**config.mk**
```make
export PLATFORM = sky130hd
export DESIGN_NAME = data_mem_arbiter_flat
export DESIGN_NICKNAME = d
export VERILOG_FILES = /design/src/rtl/data_mem_arbiter_if.sv /design/src/rtl/data_mem_arbiter.sv /design/src/flat_wrapper.sv
export SDC_FILE = /design/constraint.sdc
export NUM_CORES = 1
export LEC_CHECK = 0
export ABC_AREA = 1
export BUFFER_PORTS_ARGS = -buffer_cell sky130_fd_sc_hd__buf_2
export CAP_MARGIN = 20
export CORE_ASPECT_RATIO = 0.6
export CORE_MARGIN = 1.5
export CORE_UTILIZATION = 25
export DETAILED_ROUTE_END_ITERATION = 8
export PLACE_DENSITY = 0.58
export SYNTH_ARGS = -nofsm -noshare
export SYNTH_HDL_FRONTEND = slang
export SYNTH_SLANG_ARGS = --single-unit
export TNS_END_PERCENT = 50
```
**constraint.sdc**
```tcl
create_clock -name clk -period 1.9 [get_ports clk]
set_clock_uncertainty 0.05 [all_clocks]
set_input_delay 0.38 -clock clk [delete_from_list [all_inputs] [get_ports clk]]
set_output_delay 0.38 -clock clk [all_outputs]
set_load 0.02 [all_outputs]
```
**src/rtl/data_mem_arbiter_if.sv**
```systemverilog
// Bus bundle between the two data-memory requesters, the arbiter and the data memory.
// master = requester/memory side, slave = arbiter side.
interface data_mem_arbiter_if;
  logic        r0_req;
  logic        r0_we;
  logic [15:0] r0_addr;
  logic [15:0] r0_wdata;
  logic        r0_ack;
  logic        r0_err;
  logic [15:0] r0_rdata;

  logic        r1_req;
  logic        r1_we;
  logic [15:0] r1_addr;
  logic [15:0] r1_wdata;
  logic        r1_ack;
  logic        r1_err;
  logic [15:0] r1_rdata;

  logic [15:0] mem_addra;
  logic [15:0] mem_din;
  logic        mem_wea;
  logic [15:0] mem_addrb;
  logic [15:0] mem_dout;

  logic        busy;

  modport slave (
    input  r0_req, r0_we, r0_addr, r0_wdata,
    input  r1_req, r1_we, r1_addr, r1_wdata,
    input  mem_dout,
    output r0_ack, r0_err, r0_rdata,
    output r1_ack, r1_err, r1_rdata,
    output mem_addra, mem_din, mem_wea, mem_addrb,
    output busy
  );

  modport master (
    output r0_req, r0_we, r0_addr, r0_wdata,
    output r1_req, r1_we, r1_addr, r1_wdata,
    output mem_dout,
    input  r0_ack, r0_err, r0_rdata,
    input  r1_ack, r1_err, r1_rdata,
    input  mem_addra, mem_din, mem_wea, mem_addrb,
    input  busy
  );
endinterface

```
**src/rtl/data_mem_arbiter.sv**
```systemverilog
// Two-requester data-memory arbiter: fixed priority to r0 with a starvation limit for r1,
// one access per three cycles, all memory-side and response outputs registered.
//
// state  | meaning
// IDLE   | waiting; winner's request latched on the edge leaving this state
// ACCESS | memory port driven with the latched access
// RESP   | granted requester sees ack (and err) for one cycle
module data_mem_arbiter #(
  parameter int DEPTH      = 64,
  parameter int STARVE_MAX = 4
) (
  input logic               clk,
  input logic               rst_n,
  data_mem_arbiter_if.slave bus
);
  localparam int CW = (STARVE_MAX < 1) ? 1 : $clog2(STARVE_MAX + 1);
  localparam logic [CW-1:0] STARVE_LIM = CW'(STARVE_MAX);
  localparam logic [16:0]   DEPTH_LIM  = 17'(DEPTH);

  typedef enum logic [1:0] {S_IDLE, S_ACCESS, S_RESP} state_t;

  state_t          r_state;
  state_t          w_state_nxt;
  logic            r_gnt1;
  logic            r_we;
  logic            r_in_range;
  logic [15:0]     r_wdata;
  logic [CW-1:0]   r_starve_cnt;

  logic            w_any_req;
  logic            w_gnt1;
  logic            w_we;
  logic [15:0]     w_addr;
  logic [15:0]     w_wdata;
  logic            w_in_range;
  logic [15:0]     w_cap;

  // r1 overrides r0 only once r0 has taken STARVE_MAX grants in a row while r1 waited
  always_comb begin
    w_any_req  = bus.r0_req | bus.r1_req;
    w_gnt1     = bus.r1_req & (~bus.r0_req | (r_starve_cnt == STARVE_LIM));
    w_we       = w_gnt1 ? bus.r1_we    : bus.r0_we;
    w_addr     = w_gnt1 ? bus.r1_addr  : bus.r0_addr;
    w_wdata    = w_gnt1 ? bus.r1_wdata : bus.r0_wdata;
    w_in_range = ({1'b0, w_addr} < DEPTH_LIM);
  end

  always_comb begin
    w_cap = 16'h0000;
    if (r_in_range) begin
      w_cap = r_we ? r_wdata : bus.mem_dout;
    end
  end

  always_ff @(posedge clk or negedge rst_n) begin
    if (!rst_n) begin
      r_state <= S_IDLE;
    end else begin
      r_state <= w_state_nxt;
    end
  end

  always_comb begin
    w_state_nxt = r_state;
    case (r_state)
      S_IDLE:   if (w_any_req) w_state_nxt = S_ACCESS;
      S_ACCESS: w_state_nxt = S_RESP;
      S_RESP:   w_state_nxt = S_IDLE;
      default:  w_state_nxt = S_IDLE;
    endcase
  end

  assign bus.busy = (r_state != S_IDLE);

  // Memory port values are loaded one edge ahead so they are flop outputs throughout ACCESS
  always_ff @(posedge clk or negedge rst_n) begin
    if (!rst_n) begin
      r_gnt1        <= 1'b0;
      r_we          <= 1'b0;
      r_in_range    <= 1'b0;
      r_wdata       <= 16'h0000;
      r_starve_cnt  <= '0;
      bus.mem_addra <= 16'h0000;
      bus.mem_addrb <= 16'h0000;
      bus.mem_din   <= 16'h0000;
      bus.mem_wea   <= 1'b0;
      bus.r0_ack    <= 1'b0;
      bus.r0_err    <= 1'b0;
      bus.r0_rdata  <= 16'h0000;
      bus.r1_ack    <= 1'b0;
      bus.r1_err    <= 1'b0;
      bus.r1_rdata  <= 16'h0000;
    end else begin
      bus.mem_addra <= 16'h0000;
      bus.mem_addrb <= 16'h0000;
      bus.mem_din   <= 16'h0000;
      bus.mem_wea   <= 1'b0;
      bus.r0_ack    <= 1'b0;
      bus.r0_err    <= 1'b0;
      bus.r1_ack    <= 1'b0;
      bus.r1_err    <= 1'b0;
      case (r_state)
        S_IDLE: begin
          if (w_any_req) begin
            r_gnt1        <= w_gnt1;
            r_we          <= w_we;
            r_in_range    <= w_in_range;
            r_wdata       <= w_wdata;
            bus.mem_addra <= w_addr;
            bus.mem_addrb <= w_addr;
            bus.mem_din   <= w_wdata;
            bus.mem_wea   <= w_we & w_in_range;
            if (w_gnt1) begin
              r_starve_cnt <= '0;
            end else if (bus.r1_req && (r_starve_cnt != STARVE_LIM)) begin
              r_starve_cnt <= r_starve_cnt + 1'b1;
            end
          end
        end
        S_ACCESS: begin
          if (r_gnt1) begin
            bus.r1_ack   <= 1'b1;
            bus.r1_err   <= ~r_in_range;
            bus.r1_rdata <= w_cap;
          end else begin
            bus.r0_ack   <= 1'b1;
            bus.r0_err   <= ~r_in_range;
            bus.r0_rdata <= w_cap;
          end
        end
        default: ;
      endcase
    end
  end
endmodule

```
**src/flat_wrapper.sv**
```systemverilog
// flat-port wrapper written by rule: the top's interface ports become plain ports
module data_mem_arbiter_flat 
#(
  parameter int DEPTH      = 64,
  parameter int STARVE_MAX = 4
)
  (clk, rst_n, bus_r0_req, bus_r0_we, bus_r0_addr, bus_r0_wdata, bus_r1_req, bus_r1_we, bus_r1_addr, bus_r1_wdata, bus_mem_dout, bus_r0_ack, bus_r0_err, bus_r0_rdata, bus_r1_ack, bus_r1_err, bus_r1_rdata, bus_mem_addra, bus_mem_din, bus_mem_wea, bus_mem_addrb, bus_busy);
  data_mem_arbiter_if bus_i ();
  input logic clk;
  input logic rst_n;
  input wire logic [$bits(bus_i.r0_req)-1:0] bus_r0_req;
  input wire logic [$bits(bus_i.r0_we)-1:0] bus_r0_we;
  input wire logic [$bits(bus_i.r0_addr)-1:0] bus_r0_addr;
  input wire logic [$bits(bus_i.r0_wdata)-1:0] bus_r0_wdata;
  input wire logic [$bits(bus_i.r1_req)-1:0] bus_r1_req;
  input wire logic [$bits(bus_i.r1_we)-1:0] bus_r1_we;
  input wire logic [$bits(bus_i.r1_addr)-1:0] bus_r1_addr;
  input wire logic [$bits(bus_i.r1_wdata)-1:0] bus_r1_wdata;
  input wire logic [$bits(bus_i.mem_dout)-1:0] bus_mem_dout;
  output wire logic [$bits(bus_i.r0_ack)-1:0] bus_r0_ack;
  output wire logic [$bits(bus_i.r0_err)-1:0] bus_r0_err;
  output wire logic [$bits(bus_i.r0_rdata)-1:0] bus_r0_rdata;
  output wire logic [$bits(bus_i.r1_ack)-1:0] bus_r1_ack;
  output wire logic [$bits(bus_i.r1_err)-1:0] bus_r1_err;
  output wire logic [$bits(bus_i.r1_rdata)-1:0] bus_r1_rdata;
  output wire logic [$bits(bus_i.mem_addra)-1:0] bus_mem_addra;
  output wire logic [$bits(bus_i.mem_din)-1:0] bus_mem_din;
  output wire logic [$bits(bus_i.mem_wea)-1:0] bus_mem_wea;
  output wire logic [$bits(bus_i.mem_addrb)-1:0] bus_mem_addrb;
  output wire logic [$bits(bus_i.busy)-1:0] bus_busy;
  assign bus_i.r0_req = bus_r0_req;
  assign bus_i.r0_we = bus_r0_we;
  assign bus_i.r0_addr = bus_r0_addr;
  assign bus_i.r0_wdata = bus_r0_wdata;
  assign bus_i.r1_req = bus_r1_req;
  assign bus_i.r1_we = bus_r1_we;
  assign bus_i.r1_addr = bus_r1_addr;
  assign bus_i.r1_wdata = bus_r1_wdata;
  assign bus_i.mem_dout = bus_mem_dout;
  assign bus_r0_ack = bus_i.r0_ack;
  assign bus_r0_err = bus_i.r0_err;
  assign bus_r0_rdata = bus_i.r0_rdata;
  assign bus_r1_ack = bus_i.r1_ack;
  assign bus_r1_err = bus_i.r1_err;
  assign bus_r1_rdata = bus_i.r1_rdata;
  assign bus_mem_addra = bus_i.mem_addra;
  assign bus_mem_din = bus_i.mem_din;
  assign bus_mem_wea = bus_i.mem_wea;
  assign bus_mem_addrb = bus_i.mem_addrb;
  assign bus_busy = bus_i.busy;
  data_mem_arbiter #(.DEPTH(DEPTH), .STARVE_MAX(STARVE_MAX)) u_core (.clk(clk), .rst_n(rst_n), .bus(bus_i));
endmodule
```
=== Word-level counts from Yosys, hierarchy flattened ===
Cells that the tools add are included.

* Word-level logic and storage cells: 59
* Input bits: 86
* Flip-flop bits (word level): 93
* Output and inout port bits: 86

* Order comparisons: 1
* Bitwise logic cells: 7
* Add/sub/neg operators: 1
* Eq/ne operators: 4
* Reduce and logical (&&, ||, !) cells: 8
* Multiplexer cells: 23

{| class="wikitable"
|+ Operator list
! cell !! count
|-
| $mux 16 || 8
|-
| $lt 16x7->1 const B || 1
|-
| $mux 1 || 11
|-
| $mux 3 || 2
|-
| $reduce_and 2->1 || 3
|-
| $pmux 2 s2 || 1
|-
| $reduce_bool 2->1 || 2
|-
| $add 3x1->3 const B || 1
|-
| $eq 3x3->1 const B || 1
|-
| $ne 3x3->1 const B || 1
|-
| $not 1->1 || 3
|-
| $reduce_and 3->1 || 1
|-
| $and 1x1->1 || 2
|-
| $eq 2x1->1 const B || 1
|-
| $logic_not 2->1 || 1
|-
| $mux 2 || 1
|-
| $ne 2x1->1 const B || 1
|-
| $or 1x1->1 || 2
|-
| $logic_and 1x1->1 || 1
|}

=== Depth between registers and ports, before layout ===
* Depth in word-level cells: 8
* Gate-level depth with buffers: 12
* Gate-level depth less buffers: 11

=== Worst setup path after synthesis ===
Ideal clock, no wire load.

* Path kind: reg2reg
* Start point: register u_core.r_starve_cnt[0]
* End point: register u_core.r_wdata[10]
* Path buffers: 2
* Data arrival time: 1.356 ns
* Period minus slack after synthesis: 1.537 ns
* Setup time: 0.131 ns
* Cell stages (with the launch flop): 10
* Data required time: 1.719 ns
* Path slack: 0.363 ns
* Cell sequence: dfrtp_1 > inv_1 > ha_1 > nand2_1 > nand2_4 > nand2_4 > buf_6 > clkbuf_2 > o21ai_0 > o22ai_1

* Cells in the longest elaborated chain, start to end: 4

{| class="wikitable"
|+ Ends and longest elaborated chain
! what !! line !! text
|-
| start: declaration || data_mem_arbiter.sv:28 || <nowiki>logic [CW-1:0] r_starve_cnt;</nowiki>
|-
| start signal: assignment || data_mem_arbiter.sv:116 || <nowiki>r_starve_cnt <= r_starve_cnt + 1'b1;</nowiki>
|-
| $eq 3x3->1 || data_mem_arbiter.sv:41 || <nowiki>w_gnt1 = bus.r1_req & (~bus.r0_req | (r_starve_cnt == STARVE_LIM));</nowiki>
|-
| $or 1x1->1 || data_mem_arbiter.sv:41 ||
|-
| $and 1x1->1 || data_mem_arbiter.sv:41 ||
|-
| $mux 16 || data_mem_arbiter.sv:44 || <nowiki>w_wdata = w_gnt1 ? bus.r1_wdata : bus.r0_wdata;</nowiki>
|-
| end signal: assignment || data_mem_arbiter.sv:108 || <nowiki>r_wdata <= w_wdata;</nowiki>
|-
| end: declaration || data_mem_arbiter.sv:27 || <nowiki>logic [15:0] r_wdata;</nowiki>
|}

Every way passes these cells.
A chain may end at the register's enable or synchronous reset.

=== Final worst setup path ===
* Start point: register u_core.r_starve_cnt[0]
* End point: register u_core.bus.mem_wea

* Cells in the longest elaborated chain, start to end: 8
* Elaborated cells on any way between the ends: 9
* Those cells by class: 1 x order compare; 1 x eq/ne; 4 x mux; 3 x bitwise

{| class="wikitable"
|+ Ends and longest elaborated chain
! what !! line !! text
|-
| $eq 3x3->1 (*) || data_mem_arbiter.sv:41 ||
|-
| $or 1x1->1 (*) || data_mem_arbiter.sv:41 ||
|-
| $and 1x1->1 (*) || data_mem_arbiter.sv:41 ||
|-
| $mux 16 || data_mem_arbiter.sv:43 || <nowiki>w_addr = w_gnt1 ? bus.r1_addr : bus.r0_addr;</nowiki>
|-
| $lt 16x7->1 || data_mem_arbiter.sv:45 || <nowiki>w_in_range = ({1'b0, w_addr} < DEPTH_LIM);</nowiki>
|-
| $and 1x1->1 (*) || data_mem_arbiter.sv:112 || <nowiki>bus.mem_wea <= w_we & w_in_range;</nowiki>
|-
| $mux 1 (*) || data_mem_arbiter.sv:104 || <nowiki>if (w_any_req) begin</nowiki>
|-
| $mux 1 (*) || data_mem_arbiter.sv:102 || <nowiki>case (r_state)</nowiki>
|-
| end signal: assignment || data_mem_arbiter.sv:112 ||
|-
| end: declaration || data_mem_arbiter_if.sv:34 || <nowiki>output mem_addra, mem_din, mem_wea, mem_addrb,</nowiki>
|}

Every way passes the cells marked *; elsewhere a longest branch is shown, timed or not.

==> results.cfg <==
[clock_tree]
cts_buffers = 9
clockRootBuffer = clkbuf_16
ctsHoldBuffers = 0
htreeDepth = 3
clock-sinks = 93
clock_latency_ns = 0.34
cts.path.max_buffers = 2
cts_tree = yes
clk_pin_slew_ns = 0.08

[timing]
final_max_slew_viol_count = 0
hold_viol = 4
grt_setup_unrepaired = false
slew_headroom_pct = 61.8
fin_setup_tns_ns = 0
fmax_mhz = 581
setup_viol = 0
period_share_pct = 90.6
period_minus_slack_ns = 1.72
timing.hold.ws_ns = -0.00136
worst_pin_slew_ns = 0.573

[global_route]
grt_max_degree = 94
grt_pass1_wl_mm = 17.4
grt_pass1_vias = 3285
track_usage_pct = 14.0
grt_antenna_before_repair = 0
grt_overflow_total = 0

[worst_setup_path]
slowest_stage = dfrtp_1
timing.critical_path.buf_inv = 2
slowest_delay_ns = 0.38
crit_type = flop to flop
cp.required_ns = 2.12
cp_common_cell = nand2_1
path_cells = inv_1 > ha_1 > nand2_1 > nand2_4 > nand2_8 > buf_12 > o21ai_2 > nand2_1 > nor2_2 > nand3_1 > nor2_1
endpoint_kind = flop
worst-path-max-fanout = 15
worstPathArrival_ns = 1.94
worst_setup_path_start_kind = flop
path_delay_family = simple AND/OR/NAND/NOR gates

[synth]
synth_nets = 513
netlist_area_um2 = 3930
postSynthCellCount = 425
synth-seq-area-share_pct = 59.3
syn_area_per_cell_um2 = 9.24
yosysUniqueCellTypes = 23
synth-seq-cells = 93
ys.warnings.count = 0

[finish]
fillers = 1611
layout_commonest_cell = buf_2
diodes = 0
fin_util_pct = 34.3
nNetsFinal = 670
drive_gt1_share_pct = 36.3
area_delta_synth_final_pct = 34.4
final_cell_mix = buf_2 (170), dfrtp_1 (93), nand2_1 (78)

[status]
violations = hold timing
status = finished, violations left

[floorplanning]
core-area_um2 = 15400
start_util_pct = 25.6
dieArea_um2 = 16500
row_count = 35
num_io_pins = 172
dieHeight_um = 100
die_w_um = 165

[routing]
drc = 0
ant_nets = 0
routed_wirelength_mm = 11.2
wl_per_cell_um = 14.2
first_pass_iters = 4
drtIter0Drc = 177
vias = 3359
drt-vias-per-instance = 4.25

[pwr]
power.density_nw_per_um2 = 1390
peakVddDrop_v = 0.000473
power_leakage_nw = 2.84

[flow_run]
drv_cap = 0

[placement]
gp_congestion = 0.811
buffer_ports.inserted = 171
dp_hpwl_mm = 8.05

[hold_path]
hold_path_class = input pin to async pin
[final cells by class]
class / count / area (um^2) / area share, %
Inverter: 38 / 143 / 2.70
Clock inverter: 6 / 68.8 / 1.30
Sequential cell: 93 / 2330 / 44.1
Timing Repair Buffer: 186 / 1020 / 19.3
Tap cell: 203 / 254 / 4.81
Clock buffer: 10 / 239 / 4.53
Multi-Input combinational cell: 254 / 1220 / 23.2
[flip-flops by register name, summed over array words and instances, names as in the netlist]
register,cells
u_core.bus.mem_addra,16
u_core.bus.mem_din,16
u_core.bus.mem_wea,1
u_core.bus.r0_ack,1
u_core.bus.r0_err,1
u_core.bus.r0_rdata,16
u_core.bus.r1_ack,1
u_core.bus.r1_err,1
u_core.bus.r1_rdata,16
u_core.r_gnt1,1
u_core.r_in_range,1
u_core.r_starve_cnt,3
u_core.r_state,2
u_core.r_wdata,16
u_core.r_we,1
[repair_timing]
action	CTS	global route
endpoints found under the setup margin	0	2
hold endpoints to repair	0	0
buffers inserted	0	3
resized for setup	0	1
[power breakdown]
part	switching [mW]	total [mW]	internal (mW)
combinational	1.87	2.74	0.873
sequential	0.202	2.72	2.51
clock	0.817	1.88	1.07
total	2.88	7.34	4.45
[cells in the mapped netlist]
master,n,area (um^2)
a21oi_1,2,10.0
buf_2,10,50.1
buf_4,16,120
buf_6,2,22.5
clkbuf_1,9,33.8
clkbuf_2,3,15.0
dfrtp_1,93,2330
ha_1,2,25.0
inv_1,35,131
inv_2,3,11.3
nand2_1,78,293
nand2_4,2,22.5
nand3_1,4,20.0
nand3b_1,5,37.5
nand4_1,1,6.26
nor2_1,62,233
nor2_2,3,18.8
o211ai_1,16,120
o21ai_0,51,255
o21ai_1,8,40.0
o21ai_2,3,26.3
o22ai_1,16,100
xor2_1,1,8.76
[path summary, 6_finish.rpt]
| kind | slack (ns) | endpoint | startpoint | cells after the start |
|---|---|---|---|---|
| worst max-delay path | 0.18 | u_core.bus.mem_wea$_DFF_PN0_ | u_core.r_starve_cnt[0]$_DFFE_PN0P_ | 11 |
| worst min-delay path | -0.001 | u_core.bus.r0_rdata[9]$_DFFE_PN0P_ | rst_n | 2 |
| worst max register to register | 0.18 | u_core.bus.mem_wea$_DFF_PN0_ | u_core.r_starve_cnt[0]$_DFFE_PN0P_ | 11 |
| worst min register to register | 0.41 | u_core.r_state[1]$_DFFE_PN0P_ | u_core.r_state[1]$_DFFE_PN0P_ | 1 |
| max in group asynchronous | 1.31 | u_core.bus.r1_rdata[13]$_DFFE_PN0P_ | rst_n | 2 |
| min in group clk | 0.23 | u_core.bus.mem_addra[2]$_DFF_PN0_ | bus_r0_addr[2] | 3 |
[stage by stage]
stage                     area (um^2)  hold WS, ns  total power [mW]  setup WS [ns]  instances
after detailed placement         4940        0.414              5.51          0.167        771
after floorplan                  3930       0.0344              4.61          0.363        425
after CTS                        5250       0.0671              7.45          0.150        787
after global placement           4940        0.414              5.50          0.224        771
after global routing             5280       0.0886              7.86         0.0220        790
final                            5280     -0.00136              7.34          0.179        790
[logic make-up (layout without fill, tap and decap cells)]
| group | Yosys count | in the layout | share of synthesized area, % |
|---|---|---|---|
| compound gates | 96 | 96 | 14.0 |
| xor+xnor | 1 | 1 | 0.223 |
| fa+ha+maj | 2 | 2 | 0.637 |
| buf+inv | 78 | 240 | 9.78 |
| flops | 93 | 93 | 59.3 |
| simple gates | 155 | 155 | 16.1 |
[metal layers]
metal,share of wire (%),up-vias,track usage (%)
met2,43,128,21.2
li1,-,1672,-
met1,50,1554,19.8
met5,0,-,0
met4,0.37,0,2.91
met3,7.1,5,4.05
Power figures use the tool's default switching activity.
